$ cat src/rtl/multicycle_control_if.sv
// Control bundle between the multi-cycle sequencer and the shared datapath/memory port.
// The master side is the sequencer; state is exposed for checkers and debug.
interface multicycle_control_if #(
    parameter int CNT_W = 32
);
    logic [6:0]       opcode;
    logic             mem_ready;
    logic             mem_req;
    logic             mem_we;
    logic             iord;
    logic             ir_write;
    logic             pc_write;
    logic             pc_write_cond;
    logic [1:0]       pc_src;
    logic [1:0]       alu_src_a;
    logic [1:0]       alu_src_b;
    logic [1:0]       alu_op;
    logic             reg_write;
    logic [1:0]       wb_sel;
    logic             illegal;
    logic [CNT_W-1:0] retired;
    logic [3:0]       state;

    // Memory handshake: mem_req is held stable (with iord/mem_we) until a rising
    // edge where mem_req and mem_ready are both high; that edge completes the request.
    modport master (
        input  opcode, mem_ready,
        output mem_req, mem_we, iord, ir_write, pc_write, pc_write_cond, pc_src,
               alu_src_a, alu_src_b, alu_op, reg_write, wb_sel, illegal, retired, state
    );

    modport slave (
        output opcode, mem_ready,
        input  mem_req, mem_we, iord, ir_write, pc_write, pc_write_cond, pc_src,
               alu_src_a, alu_src_b, alu_op, reg_write, wb_sel, illegal, retired, state
    );
endinterface

$ cat src/rtl/multicycle_control.sv
// Moore sequencer for the multi-cycle RISC-V core: steps each instruction through
// fetch/decode/execute/memory/writeback, counts retirements and traps unknown opcodes.
module multicycle_control #(
    parameter int CNT_W = 32
) (
    input  logic                  clk,
    input  logic                  reset,
    multicycle_control_if.master  bus
);

    typedef enum logic [3:0] {
        S_RESET     = 4'd0,
        S_FETCH     = 4'd1,
        S_DECODE    = 4'd2,
        S_EXEC_R    = 4'd3,
        S_EXEC_I    = 4'd4,
        S_ALU_WB    = 4'd5,
        S_MEM_ADDR  = 4'd6,
        S_MEM_READ  = 4'd7,
        S_LOAD_WB   = 4'd8,
        S_MEM_WRITE = 4'd9,
        S_BRANCH    = 4'd10,
        S_JAL       = 4'd11,
        S_JALR      = 4'd12,
        S_TRAP      = 4'd13
    } state_t;

    typedef struct packed {
        logic       mem_req;
        logic       mem_we;
        logic       iord;
        logic       in_fetch;
        logic       pc_write;
        logic       pc_write_cond;
        logic [1:0] pc_src;
        logic [1:0] alu_src_a;
        logic [1:0] alu_src_b;
        logic [1:0] alu_op;
        logic       reg_write;
        logic [1:0] wb_sel;
        logic       illegal;
    } ctrl_t;

    state_t           state;
    state_t           nxt;
    ctrl_t            ctrl;
    logic             retire;
    logic [CNT_W-1:0] retired_q;

    // Control word for a state; registered against the next state so outputs are glitch-free.
    function automatic ctrl_t decode(input state_t s);
        ctrl_t c;
        c = '0;
        case (s)
            S_FETCH: begin
                c.mem_req   = 1'b1;
                c.in_fetch  = 1'b1;
                c.alu_src_b = 2'd1;
            end
            S_DECODE: begin
                c.alu_src_a = 2'd2;
                c.alu_src_b = 2'd2;
            end
            S_EXEC_R: begin
                c.alu_src_a = 2'd1;
                c.alu_op    = 2'b10;
            end
            S_EXEC_I: begin
                c.alu_src_a = 2'd1;
                c.alu_src_b = 2'd2;
                c.alu_op    = 2'b11;
            end
            S_ALU_WB:  c.reg_write = 1'b1;
            S_MEM_ADDR: begin
                c.alu_src_a = 2'd1;
                c.alu_src_b = 2'd2;
            end
            S_MEM_READ: begin
                c.mem_req = 1'b1;
                c.iord    = 1'b1;
            end
            S_LOAD_WB: begin
                c.reg_write = 1'b1;
                c.wb_sel    = 2'd1;
            end
            S_MEM_WRITE: begin
                c.mem_req = 1'b1;
                c.mem_we  = 1'b1;
                c.iord    = 1'b1;
            end
            S_BRANCH: begin
                c.alu_src_a     = 2'd1;
                c.alu_op        = 2'b01;
                c.pc_write_cond = 1'b1;
                c.pc_src        = 2'd1;
            end
            S_JAL: begin
                c.reg_write = 1'b1;
                c.wb_sel    = 2'd2;
                c.pc_write  = 1'b1;
                c.pc_src    = 2'd1;
            end
            S_JALR: begin
                c.alu_src_a = 2'd1;
                c.alu_src_b = 2'd2;
                c.reg_write = 1'b1;
                c.wb_sel    = 2'd2;
                c.pc_write  = 1'b1;
                c.pc_src    = 2'd2;
            end
            S_TRAP:  c.illegal = 1'b1;
            default: c = '0;
        endcase
        return c;
    endfunction

    always_comb begin
        nxt    = state;
        retire = 1'b0;
        case (state)
            S_RESET:  nxt = S_FETCH;
            S_FETCH:  if (bus.mem_ready) nxt = S_DECODE;
            S_DECODE: begin
                case (bus.opcode)
                    7'b0110011:             nxt = S_EXEC_R;
                    7'b0010011:             nxt = S_EXEC_I;
                    7'b0000011, 7'b0100011: nxt = S_MEM_ADDR;
                    7'b1100011:             nxt = S_BRANCH;
                    7'b1101111:             nxt = S_JAL;
                    7'b1100111:             nxt = S_JALR;
                    default:                nxt = S_TRAP;
                endcase
            end
            S_EXEC_R, S_EXEC_I: nxt = S_ALU_WB;
            S_MEM_ADDR: nxt = bus.opcode[5] ? S_MEM_WRITE : S_MEM_READ;
            S_MEM_READ: if (bus.mem_ready) nxt = S_LOAD_WB;
            S_MEM_WRITE: begin
                if (bus.mem_ready) begin
                    nxt    = S_FETCH;
                    retire = 1'b1;
                end
            end
            S_ALU_WB, S_LOAD_WB, S_BRANCH, S_JAL, S_JALR: begin
                nxt    = S_FETCH;
                retire = 1'b1;
            end
            S_TRAP:  nxt = S_TRAP;
            default: nxt = S_RESET;
        endcase
    end

    always_ff @(posedge clk or posedge reset) begin
        if (reset) begin
            state     <= S_RESET;
            ctrl      <= '0;
            retired_q <= '0;
        end else begin
            state <= nxt;
            ctrl  <= decode(nxt);
            if (retire) retired_q <= retired_q + CNT_W'(1);
        end
    end

    // IR and PC load in FETCH track the memory response within the same cycle.
    assign bus.ir_write      = ctrl.in_fetch & bus.mem_ready;
    assign bus.pc_write      = ctrl.pc_write | (ctrl.in_fetch & bus.mem_ready);
    assign bus.mem_req       = ctrl.mem_req;
    assign bus.mem_we        = ctrl.mem_we;
    assign bus.iord          = ctrl.iord;
    assign bus.pc_write_cond = ctrl.pc_write_cond;
    assign bus.pc_src        = ctrl.pc_src;
    assign bus.alu_src_a     = ctrl.alu_src_a;
    assign bus.alu_src_b     = ctrl.alu_src_b;
    assign bus.alu_op        = ctrl.alu_op;
    assign bus.reg_write     = ctrl.reg_write;
    assign bus.wb_sel        = ctrl.wb_sel;
    assign bus.illegal       = ctrl.illegal;
    assign bus.retired       = retired_q;
    assign bus.state         = state;

endmodule

$ cat src/flat_wrapper.sv
// flat-port wrapper written by rule: the top's interface ports become plain ports
module multicycle_control_flat 
#(
    parameter int CNT_W = 32
)
  (clk, reset, bus_opcode, bus_mem_ready, bus_mem_req, bus_mem_we, bus_iord, bus_ir_write, bus_pc_write, bus_pc_write_cond, bus_pc_src, bus_alu_src_a, bus_alu_src_b, bus_alu_op, bus_reg_write, bus_wb_sel, bus_illegal, bus_retired, bus_state);
  multicycle_control_if #(.CNT_W(CNT_W)) bus_i ();
  input  logic clk;
  input  logic reset;
  input wire logic [$bits(bus_i.opcode)-1:0] bus_opcode;
  input wire logic [$bits(bus_i.mem_ready)-1:0] bus_mem_ready;
  output wire logic [$bits(bus_i.mem_req)-1:0] bus_mem_req;
  output wire logic [$bits(bus_i.mem_we)-1:0] bus_mem_we;
  output wire logic [$bits(bus_i.iord)-1:0] bus_iord;
  output wire logic [$bits(bus_i.ir_write)-1:0] bus_ir_write;
  output wire logic [$bits(bus_i.pc_write)-1:0] bus_pc_write;
  output wire logic [$bits(bus_i.pc_write_cond)-1:0] bus_pc_write_cond;
  output wire logic [$bits(bus_i.pc_src)-1:0] bus_pc_src;
  output wire logic [$bits(bus_i.alu_src_a)-1:0] bus_alu_src_a;
  output wire logic [$bits(bus_i.alu_src_b)-1:0] bus_alu_src_b;
  output wire logic [$bits(bus_i.alu_op)-1:0] bus_alu_op;
  output wire logic [$bits(bus_i.reg_write)-1:0] bus_reg_write;
  output wire logic [$bits(bus_i.wb_sel)-1:0] bus_wb_sel;
  output wire logic [$bits(bus_i.illegal)-1:0] bus_illegal;
  output wire logic [$bits(bus_i.retired)-1:0] bus_retired;
  output wire logic [$bits(bus_i.state)-1:0] bus_state;
  assign bus_i.opcode = bus_opcode;
  assign bus_i.mem_ready = bus_mem_ready;
  assign bus_mem_req = bus_i.mem_req;
  assign bus_mem_we = bus_i.mem_we;
  assign bus_iord = bus_i.iord;
  assign bus_ir_write = bus_i.ir_write;
  assign bus_pc_write = bus_i.pc_write;
  assign bus_pc_write_cond = bus_i.pc_write_cond;
  assign bus_pc_src = bus_i.pc_src;
  assign bus_alu_src_a = bus_i.alu_src_a;
  assign bus_alu_src_b = bus_i.alu_src_b;
  assign bus_alu_op = bus_i.alu_op;
  assign bus_reg_write = bus_i.reg_write;
  assign bus_wb_sel = bus_i.wb_sel;
  assign bus_illegal = bus_i.illegal;
  assign bus_retired = bus_i.retired;
  assign bus_state = bus_i.state;
  multicycle_control #(.CNT_W(CNT_W)) u_core (.clk(clk), .reset(reset), .bus(bus_i));
endmodule
$ cat config.mk
export PLATFORM = sky130hd
export DESIGN_NAME = multicycle_control_flat
export DESIGN_NICKNAME = d
export VERILOG_FILES = /design/src/rtl/multicycle_control_if.sv /design/src/rtl/multicycle_control.sv /design/src/flat_wrapper.sv
export SDC_FILE = /design/constraint.sdc
export NUM_CORES = 1
export LEC_CHECK = 0
export ABC_CLOCK_PERIOD_IN_PS = 1850
export CORE_MARGIN = 3
export CORE_UTILIZATION = 45
export DETAILED_ROUTE_END_ITERATION = 8
export PLACE_DENSITY = 0.77
export SYNTH_ARGS = -nofsm -noshare
export SYNTH_HDL_FRONTEND = slang
export SYNTH_SLANG_ARGS = --single-unit
$ cat constraint.sdc
create_clock -name clk -period 1.85 [get_ports clk]
set_input_delay 0.37 -clock clk [delete_from_list [all_inputs] [get_ports clk]]
set_output_delay 0.37 -clock clk [all_outputs]
set_load 0.005 [all_outputs]
# Word level (Yosys, flattened, before mapping)
# Cells that the tools add are included.
# W data, S select, Z words.
# op_classes
addsub,1
eq_ne,33
n_mux,21
n_bitwise,2
reduce_logical,12
# ops
operator,count
$eq A4 B4 Y1 const B,12
$add A32 B1 Y32 const B,1
$eq A4 B3 Y1 const B,8
$pmux W4 S8,1
$pmux W4 S6,1
$eq A7 B7 Y1 const B,3
$eq A4 B2 Y1 const B,4
$mux W4,4
$pmux W2 S2,4
$eq A7 B6 Y1 const B,2
$reduce_or A2 Y1,5
$reduce_or A5 Y1,2
$mux W1,9
$eq A4 B1 Y1 const B,2
$reduce_or A4 Y1,2
$eq A7 B2 Y1 const B,1
$eq A7 B5 Y1 const B,1
$pmux W2 S3,1
$reduce_or A6 Y1,1
$logic_not A4 Y1,1
$reduce_or A3 Y1,1
$pmux W1 S2,1
$and A1 B1 Y1,1
$or A1 B1 Y1,1
# totals
reg_bits,54
inputBits,10
elab_cells,84

# Longest topological paths before layout
# logic_depth
ltp_word,7
depth_mapped,8
depth_no_buf,6

# Worst setup path before layout
# Ideal clock, no wire load.
# synth_timing
kind,flip-flop to flip-flop
startpoint,register u_core.state[0] (netlist: u_core.bus.state[0])
endpoint,"register u_core.ctrl, in the netlist u_core.bus.alu_op[1]"
setup_ns,0.077
arrival_time_ns,1.870
required_ns,1.773
path_slack_ns,-0.097
stages_incl_launch_ff,6
cell_sequence,dfrtp_1 > buf_2 > nor4b_2 > a31oi_4 > or4_4 > a21oi_1
# synth_between
elab_chain_len,5
word_cells_on_any_way,24
cone_classes,16 x eq/ne; 5 x mux; 3 x reduce/logical
# synth_rtl
element,line,source
"start, declared",multicycle_control.sv:44,state_t state;
"start signal, assigned",multicycle_control.sv:158,state <= nxt;
"$eq A4 B3 Y1, or another cell as far along",multicycle_control.sv:120,case (state)
$reduce_or A6 Y1 (no line) or $reduce_or A2 Y1 (tied branches),--,
$pmux W4 S8 *,multicycle_control.sv:120,
named net u_core.nxt[0],multicycle_control.sv:45,state_t nxt;
"$eq A4 B4 Y1, or another cell as far along",multicycle_control.sv:54,case (s)
$pmux W2 S3 *,multicycle_control.sv:54,
"end signal, assigned",multicycle_control.sv:159,ctrl <= decode(nxt);
"end, declared",multicycle_control.sv:46,ctrl_t ctrl;
# The timed path passes the listed nets; every way through them passes the cells marked *.
# A chain may end at the register's enable or synchronous reset.

# Worst setup path after layout
# layout_timing
startpoint,register u_core.state[2] (netlist: u_core.bus.state[2])
endpoint,"register u_core.ctrl, in the netlist u_core.bus.wb_sel[1]"
# layout_between
elab_chain_len,6
word_cells_on_any_way,25
cone_classes,16 x eq/ne; 5 x mux; 4 x reduce/logical
# layout_rtl
element,line
"$eq A4 B3 Y1, or another cell as far along",multicycle_control.sv:120
$reduce_or A6 Y1 (no line) or $reduce_or A2 Y1 (tied branches),--
$pmux W4 S8 *,multicycle_control.sv:120
$eq A4 B4 Y1,multicycle_control.sv:54
$reduce_or A2 Y1 (no line),--
$pmux W2 S2 *,multicycle_control.sv:54
# Mark *: on every way between the ends. The rest lies on a longest branch, timed or not.

==> impl_metrics.ini <==
[grt]
grt_overflow_total = 0
grtUsageTotal_pct = 18.15
grt_start_max_net_pins = 30
grt_first_pass_wirelength_um = 10630
grt_pass1_vias = 2378
antenna_violations_before_repair = 0

[routing]
route.detailed.wl_per_inst_um = 14.54
detail_route.wirelength_um = 6425
firstDrtPassIters = 4
route.vias.total = 2312
drt.antenna.violating_nets = 0
vias_per_cell = 5.231
dr_drc_count = 0
first_iter_violations = 83

[placement]
gp_congestion = 0.9141
buffer_ports.inserted = 63
dpl-instance-area_um2 = 3709
place.detailed.hpwl_um = 4608
pre_cts_ws_ns = -0.5907

[clock_tree]
tritoncts.num_buffers = 5
htree_levels = 2
clkLatencyLatePin_ns = 0.30
hold_buffers = 0
tritoncts = built
max-clock-path-buffers = 2
clk_root_buf = sky130_fd_sc_hd__clkbuf_8
tritoncts_num_sinks = 54
cts.reportedPaths.clkPinSlew_ns = 0.10

[floorplanning]
floorplan.die_area_um2 = 6977
core_area_um2 = 5675
design.portCount = 64
fp.dieH_um = 83.53
die_w_um = 83.53
placement_rows = 27
initial_utilization_pct = 47.66

[yosys]
synth_area_um2 = 2705
synth.area.top_cells = sky130_fd_sc_hd__dfrtp_1 (50%), sky130_fd_sc_hd__xor2_1 (6.5%), sky130_fd_sc_hd__xnor2_1 (3.9%)
netlist.area_leader.share_pct = 49.95
synth_async_sr_flop_share_pct = 100.0
postSynthNetCount = 272
synth.distinct_cells = 56
synth-main-ff-cell = sky130_fd_sc_hd__dfrtp_1
synth-warning-count = 0
synthesis.area_per_instance_um2 = 10.36
syn_inst = 261
synth_edf_count = 0
synth_top_cell_by_area = sky130_fd_sc_hd__dfrtp_1
synth-seq-cells = 54
synth_sequential_area_ratio_pct = 49.95

[final_layout]
antenna_diode_count = 0
register_area_um2 = 1356
multi_input_area_um2 = 1346
layout_common_cells = sky130_fd_sc_hd__clkdlybuf4s50_1 (52), sky130_fd_sc_hd__buf_4 (52), sky130_fd_sc_hd__dfrtp_1 (50)
layout.nets = 380
area.growth.synth_to_final_pct = 50.69
layout.filler_cells = 427
finish.instance_area_um2 = 4076
final_layout_size_suffix_gt1_share_pct = 29.73

[run]
max_cap_viols = 0

[pwr]
static-leakage-power_nw = 1.959
total_power_mw = 4.529
ir_worst_vdd_mv = 0.9647
powerDensity_nw_per_um2 = 1111

[timing]
hold-worst-slack_ns = 0.3132
fmax_mhz = 528.2
finalHoldViolations = 0
finalSetupViolCount = 5
worst_pin_slew_ns = 0.3894
period_utilization_pct = 102.3
min_period_ns = 1.893
max_slew_violation_count = 0
rsz0062_at_grt = yes
clock_skew_ns = 0.009267
total_negative_setup_slacks_ns = -0.1279
postLayoutSetupSlackWorst_ns = -0.04306
remaining_max_slew_budget_at_the_tightest_pin_pct = 73.93

[critical_path]
cp_required_ns = 2.09
worst-path-max-fanout = 4
rr_startpoint = u_core.bus.state[2]
startpoint = u_core.bus.state[2]
crit_arrival_ns = 2.13
path_class = reg -> reg
crit_path_start_kind = register
worstSetupEndpointType = register

[run_status]
failing_checks = negative setup slack
outcome = complete, but fails checks

[hold_path]
hp-class = in -> async
-- layout make-up --
class                   count  share of cell area (%)
inverters                  16                   1.473
clock buffers               5                   1.688
well taps                  72                   2.210
flip-flops and latches     54                   33.27
clock inverters             3                   1.166
repair buffers            122                   27.16
multi-input cells         170                   33.03
-- stage by stage --
stage / std cells / util, %
after floorplan: 261 / -
after global placement: 426 / 65.34
after detailed placement: 426 / 65.34
after CTS: 441 / 69.38
after global routing: 442 / 71.83
final: 442 / 71.83
-- flip-flops by register name, indices dropped and copies added, names as in the netlist --
name and flops:
u_core.bus.retired 32, u_core.bus.state 4, u_core.bus.alu_op 2, u_core.bus.alu_src_a 2
u_core.bus.alu_src_b 2, u_core.bus.pc_src 2, u_core.bus.wb_sel 2, u_core.ctrl 2
u_core.bus.illegal 1, u_core.bus.iord 1, u_core.bus.mem_req 1, u_core.bus.mem_we 1
u_core.bus.pc_write_cond 1, u_core.bus.reg_write 1
-- layer usage --
metal | part of all wire, % | track usage (%)
met1 | 40 | 21.66
met2 | 54 | 33.38
met3 | 4.7 | 4.047
met4 | 0.75 | 3.947
met5 | 0 | 0
-- path summary, 6_finish.rpt --
| check | slack [ns] | end | depth (start not counted) |
|---|---|---|---|
| hold / removal | 0.31 | u_core.bus.mem_req | 2 |
| setup / recovery | -0.04 | u_core.bus.wb_sel[1] | 5 |
| min in group clk | 0.47 | u_core.bus.retired[31] | 1 |
| setup reg to reg | -0.04 | u_core.bus.wb_sel[1] | 5 |
| max in group asynchronous | 1.11 | u_core.bus.retired[3] | 3 |
| hold reg to reg | 0.47 | u_core.bus.retired[31] | 1 |
-- cells in the mapped netlist, types with 2 or more instances --
cell type,n
sky130_fd_sc_hd__nand3_2,2
sky130_fd_sc_hd__xnor2_1,12
sky130_fd_sc_hd__inv_1,16
sky130_fd_sc_hd__and3_1,4
sky130_fd_sc_hd__o211ai_1,3
sky130_fd_sc_hd__nor4_2,2
sky130_fd_sc_hd__nand2_1,19
sky130_fd_sc_hd__and2_1,3
sky130_fd_sc_hd__nor3_1,18
sky130_fd_sc_hd__or3_1,3
sky130_fd_sc_hd__buf_2,5
sky130_fd_sc_hd__xor2_1,20
sky130_fd_sc_hd__nand4_1,5
sky130_fd_sc_hd__o21ai_0,5
sky130_fd_sc_hd__and4b_1,2
sky130_fd_sc_hd__nor3b_1,2
sky130_fd_sc_hd__buf_4,10
sky130_fd_sc_hd__or2_2,2
sky130_fd_sc_hd__clkbuf_1,6
sky130_fd_sc_hd__a21o_1,2
sky130_fd_sc_hd__nor2_1,16
sky130_fd_sc_hd__nor4_1,2
sky130_fd_sc_hd__nand3_1,10
sky130_fd_sc_hd__a21oi_1,6
sky130_fd_sc_hd__dfrtp_1,54
sky130_fd_sc_hd__o21a_1,2
-- critical path, stage by stage, from the launching register on --
cell and delay (ns):
sky130_fd_sc_hd__dfrtp_2 0.46, sky130_fd_sc_hd__or2_4 0.29, sky130_fd_sc_hd__a211o_1 0.23, sky130_fd_sc_hd__o22a_1 0.23
sky130_fd_sc_hd__or4_4 0.47, sky130_fd_sc_hd__a21oi_2 0.15
-- logic make-up (layout without fill, tap and decap cells) --
group | count (synthesis) | in the layout | synth area share (%)
buf+inv | 37 | 146 | 6.753
xor+xnor | 32 | 32 | 10.36
compound gates | 31 | 31 | 9.575
simple gates | 103 | 103 | 21.74
flops | 54 | 54 | 49.95
mux | 2 | 2 | 0.7863
fa+ha+maj | 2 | 2 | 0.8325
-- timing repair --
action / in CTS / in global routing
setup endpoints to repair: 45 / 36
buffers inserted: 6 / 1
pin swaps: 5 / 15
cloned: 1 / 0
endpoints found under the hold margin: 0 / 0
resized for setup: 28 / 28
-- report_power, final --
group,leakage (nW),internal (mW),switching [mW]
clock,0.0587,0.411,0.392
sequential,0.682,1.41,0.177
combinational,1.22,1.17,0.969
total,1.96,2.99,1.54
No activity file was read; power rests on OpenSTA's default activity.
